## config.mk

```make
export PLATFORM = sky130hd
export DESIGN_NAME = normalize_shift_flat
export DESIGN_NICKNAME = d
export VERILOG_FILES = /design/src/rtl/normalize_shift_if.sv /design/src/rtl/normalize_shift.sv /design/src/flat_wrapper.sv
export SDC_FILE = /design/constraint.sdc
export NUM_CORES = 1
export LEC_CHECK = 0
export BUFFER_PORTS_ARGS = -buffer_cell sky130_fd_sc_hd__buf_2
export CAP_MARGIN = 10
export CORE_MARGIN = 3
export CORE_UTILIZATION = 50
export CTS_CLUSTER_SIZE = 30
export DETAILED_ROUTE_END_ITERATION = 16
export GPL_TIMING_DRIVEN = 1
export PLACE_DENSITY = 0.87
export SLEW_MARGIN = 10
export SYNTH_ARGS = -nofsm -noshare
export SYNTH_HDL_FRONTEND = slang
export SYNTH_SLANG_ARGS = --single-unit
export TNS_END_PERCENT = 30
```

## constraint.sdc

```tcl
create_clock -name clk -period 1.9 [get_ports clk]
set_input_delay 0.285 -clock clk [delete_from_list [all_inputs] [get_ports clk]]
set_output_delay 0.285 -clock clk [all_outputs]
set_load 0.02 [all_outputs]
```

## src/rtl/normalize_shift_if.sv

```systemverilog
// Handshake and result bundle between an ALU sequencer and the iterative normalizer.
interface normalize_shift_if #(
    parameter int BUS_WIDTH      = 8,
    parameter int BUS_WIDTH_BITS = 3
) ();
    logic                      start;
    logic [BUS_WIDTH-1:0]      A;
    logic                      busy;
    logic                      done;
    logic [BUS_WIDTH-1:0]      Y;
    logic [BUS_WIDTH_BITS:0]   SHAMT;
    logic                      ZERO;

    modport master (
        output start, A,
        input  busy, done, Y, SHAMT, ZERO
    );

    modport slave (
        input  start, A,
        output busy, done, Y, SHAMT, ZERO
    );
endinterface

```

## src/rtl/normalize_shift.sv

```systemverilog
// Iterative left-normalizer: shifts A left one bit per clock until its MSB is set,
// reporting the result and a right-shift control word that restores A.
module normalize_shift #(
    parameter int BUS_WIDTH      = 8,
    parameter int BUS_WIDTH_BITS = 3
) (
    input  logic             clk,
    input  logic             rst_n,
    normalize_shift_if.slave bus
);
    typedef enum logic {IDLE, SHIFT} state_t;

    state_t                    state_q, state_d;
    logic [BUS_WIDTH-1:0]      work_q, work_d;
    logic [BUS_WIDTH_BITS-1:0] count_q, count_d;
    logic [BUS_WIDTH-1:0]      y_q, y_d;
    logic [BUS_WIDTH_BITS:0]   shamt_q, shamt_d;
    logic                      zero_q, zero_d;
    logic                      done_q, done_d;

    always_ff @(posedge clk or negedge rst_n) begin
        if (!rst_n) begin
            state_q <= IDLE;
            work_q  <= '0;
            count_q <= '0;
            y_q     <= '0;
            shamt_q <= '0;
            zero_q  <= 1'b0;
            done_q  <= 1'b0;
        end else begin
            state_q <= state_d;
            work_q  <= work_d;
            count_q <= count_d;
            y_q     <= y_d;
            shamt_q <= shamt_d;
            zero_q  <= zero_d;
            done_q  <= done_d;
        end
    end

    // Results hold between finishes; done is only ever asserted at the finishing edge.
    always_comb begin
        state_d = state_q;
        work_d  = work_q;
        count_d = count_q;
        y_d     = y_q;
        shamt_d = shamt_q;
        zero_d  = zero_q;
        done_d  = 1'b0;
        case (state_q)
            IDLE: begin
                if (bus.start) begin
                    work_d  = bus.A;
                    count_d = '0;
                    state_d = SHIFT;
                end
            end
            SHIFT: begin
                if (work_q == '0) begin
                    y_d     = '0;
                    shamt_d = '0;
                    zero_d  = 1'b1;
                    done_d  = 1'b1;
                    state_d = IDLE;
                end else if (work_q[BUS_WIDTH-1]) begin
                    y_d     = work_q;
                    shamt_d = {1'b0, count_q};
                    zero_d  = 1'b0;
                    done_d  = 1'b1;
                    state_d = IDLE;
                end else begin
                    // At most BUS_WIDTH-1 shifts for nonzero work, so count cannot wrap.
                    work_d  = work_q << 1;
                    count_d = count_q + 1'b1;
                end
            end
            default: state_d = IDLE;
        endcase
    end

    always_comb begin
        bus.busy  = (state_q == SHIFT);
        bus.done  = done_q;
        bus.Y     = y_q;
        bus.SHAMT = shamt_q;
        bus.ZERO  = zero_q;
    end
endmodule

```

## src/flat_wrapper.sv

```systemverilog
// flat-port wrapper written by rule: the top's interface ports become plain ports
module normalize_shift_flat 
#(
    parameter int BUS_WIDTH      = 8,
    parameter int BUS_WIDTH_BITS = 3
)
  (clk, rst_n, bus_start, bus_A, bus_busy, bus_done, bus_Y, bus_SHAMT, bus_ZERO);
  normalize_shift_if #(.BUS_WIDTH(BUS_WIDTH), .BUS_WIDTH_BITS(BUS_WIDTH_BITS)) bus_i ();
  input  logic clk;
  input  logic rst_n;
  input wire logic [$bits(bus_i.start)-1:0] bus_start;
  input wire logic [$bits(bus_i.A)-1:0] bus_A;
  output wire logic [$bits(bus_i.busy)-1:0] bus_busy;
  output wire logic [$bits(bus_i.done)-1:0] bus_done;
  output wire logic [$bits(bus_i.Y)-1:0] bus_Y;
  output wire logic [$bits(bus_i.SHAMT)-1:0] bus_SHAMT;
  output wire logic [$bits(bus_i.ZERO)-1:0] bus_ZERO;
  assign bus_i.start = bus_start;
  assign bus_i.A = bus_A;
  assign bus_busy = bus_i.busy;
  assign bus_done = bus_i.done;
  assign bus_Y = bus_i.Y;
  assign bus_SHAMT = bus_i.SHAMT;
  assign bus_ZERO = bus_i.ZERO;
  normalize_shift #(.BUS_WIDTH(BUS_WIDTH), .BUS_WIDTH_BITS(BUS_WIDTH_BITS)) u_core (.clk(clk), .rst_n(rst_n), .bus(bus_i));
endmodule
```

==> impl_metrics.toml <==
[status]
outcome = "completed"

[placed_design]
dp_hpwl_um = 1619
gp_congestion = 0.7755
dpl.cell_count = 140
portBuffers = 24
dpl-instance-area_um2 = 1246

[clock_tree]
clk_latency_ns = 0.31
h-tree-depth = 1
cts.sinks = 25
cts_setup_buffers = 0
cts_tree = "yes"
cts_resized = 0
cts_buffer_depth = 2
cts_buffers = 3
cts_hold_buf = 1
root_buffer = "clkbuf_4"
path_clk_slew_ns = 0.12

[synthesis]
synth_edf_count = 0
syn_area_um2 = 1107
ys_warn_count = 0
syn_inst = 92
synth_largest_area_cell = "dfrtp_1"
synth_async_sr_flop_share = 1.000
syn_nets = 104
yosys.area.top_type_share = 0.5650
synth.area.top_cells = "dfrtp_1 56%, mux2_4 8.1%, a21oi_1 4.1%"
synth-main-ff-cell = "dfrtp_1"
syn_avg_cell_area_um2 = 12.04
ys_seq_area_frac = 0.5650
ys_ff_latch = 25
yosysUniqueCellTypes = 30

[global_route]
grt_pass1_vias = 807
grt_max_degree = 26
grt-ovfl-total = 0
grt_pass1_wl_um = 3691
grt_use_total = 0.1835
antenna_found_initial = 0

[run]
maxCapViolCount = 0

[drt]
wire_per_inst_um = 14.56
vias = 793
drcViolationCount = 0
dr.pass1.iters = 4
antenna_left = 0
drt_wl_total_um = 2111
drt_iter0_markers = 6
vias_per_cell = 5.469

[timing]
worst_hold_slack_ns = 0.1896
finalSetupViolations = 0
tightest_slew_ns = 0.5390
fin_setup_tns_ns = 0
fin_crit_sh = 0.8715
finalHoldViolations = 0
finClkSkew_ns = 0.002125
slew_headroom = 0.6406
period_needed_ns = 1.656
rsz0062_at_grt = "no"
timing.fmax_ghz = 0.6039
drv_slew = 0

[final_layout]
n_fill_cell = 170
syn2layout_area_growth_pct = 15.82
regArea_um2 = 625.6
final_nets = 131
fin_area_um2 = 1282
drive_gt1_frac = 0.3390
final_common_cell = "dfrtp_1"
layout_common_cells = "25 x dfrtp_1, 24 x buf_2, 9 x a21oi_1, 8 x inv_1"
multi_input_area_um2 = 410.4
antenna_cells = 0
fin_cells = 145

[power]
vdd_ir_drop_max_v = 0.0008179
p_leak_nw = 0.6275
p_per_area_nw_per_um2 = 1521
total_power_mw = 1.950

[worst_setup_path]
path_max_fanout = 5
crit_type = "reg2reg"
cp.required_ns = 2.11
critPathLaunchType = "flop"
worstPathArrival_ns = 1.86
cp-end-kind = "flop"

[floorplanning]
die_h_um = 53.06
ioPinCount = 26
core.rowCount = 16
start_util = 0.5476
dieArea_um2 = 2815
core-area_um2 = 2022
die_w_um = 53.06

[min_path]
hold_class = "in2reg"
## worst max-delay path, cell delays in order, from the launching register on
cell and delay [ns]:
dfrtp_1 0.45, nor4_4 0.41, a41oi_2 0.18, buf_4 0.19
mux2_1 0.32
## through the flow
step,setup WS [ns],util
global route,0.1380,0.6343
detailed placement,0.2595,0.6163
global placement,0.3391,0.6163
floorplan,0.2632,-
CTS,0.2417,0.6343
finish,0.2442,0.6343
## synthesized netlist by cell type (2+ instances only)
cell type  instances
clkbuf_1           3
nand2_1            4
o22ai_1            6
mux2_4             6
dfrtp_1           25
mux2i_1            2
nand2b_1           2
buf_4              2
a22o_1             4
inv_1              8
nor2_1             3
a21oi_1            9
## power by group
part	total [mW]	switching, mW	internal [mW]
Clock	0.228	0.146	0.0820
Combinational	0.775	0.402	0.374
Sequential	0.946	0.211	0.735
Total	1.95	0.759	1.19
## worst paths after layout
path                                   from           endpoint  slack [ns]  cells past startpoint
max reg2reg                u_core.work_q[3]    u_core.bus.Y[3]        0.24                      4
max                        u_core.work_q[3]    u_core.bus.Y[3]        0.24                      4
min                                bus_A[0]   u_core.work_q[0]        0.19                      2
min reg2reg                 u_core.bus.Y[7]    u_core.bus.Y[7]        0.50                      1
min in group asynchronous             rst_n   u_core.work_q[2]        0.47                      2
max in group asynchronous             rst_n  u_core.count_q[2]        1.08                      2
## flip-flops by register name, indices dropped and copies added, names as in the netlist
register	cells
u_core.bus.Y	8
u_core.bus.ZERO	1
u_core.bus.SHAMT	3
u_core.work_q	8
u_core.bus.done	1
u_core.bus.busy	1
u_core.count_q	3
## cells by family after synthesis
kind of cell	Yosys count	share of synthesized area
AND/OR/NAND/NOR	18	0.1040
buffers and inverters	15	0.06440
multiplexers	9	0.1096
adder cells (fa/ha/maj)	1	0.01130
AO/OA/AOI/OAI	23	0.1424
other	1	0.003387
flip-flops	25	0.5650
## per-layer routing
layer | track usage | up-vias | wire length (µm) | share of wire
li1 | - | 371 | - | -
met1 | 0.2174 | 389 | 896 | 0.42
met2 | 0.3182 | 27 | 1062 | 0.50
met3 | 0.03662 | 6 | 97 | 0.046
met4 | 0.08085 | 0 | 55 | 0.026
met5 | 0 | - | 0 | 0
## area by class of cell
cell class                      count  area share
Sequential cell                    25      0.4878
Multi-Input combinational cell     52      0.3200
Timing Repair Buffer               28      0.1190
Inverter                            9     0.02634
Tap cell                           27     0.02634
Clock buffer                        4     0.02049
No activity file was read; power rests on OpenSTA's default activity.
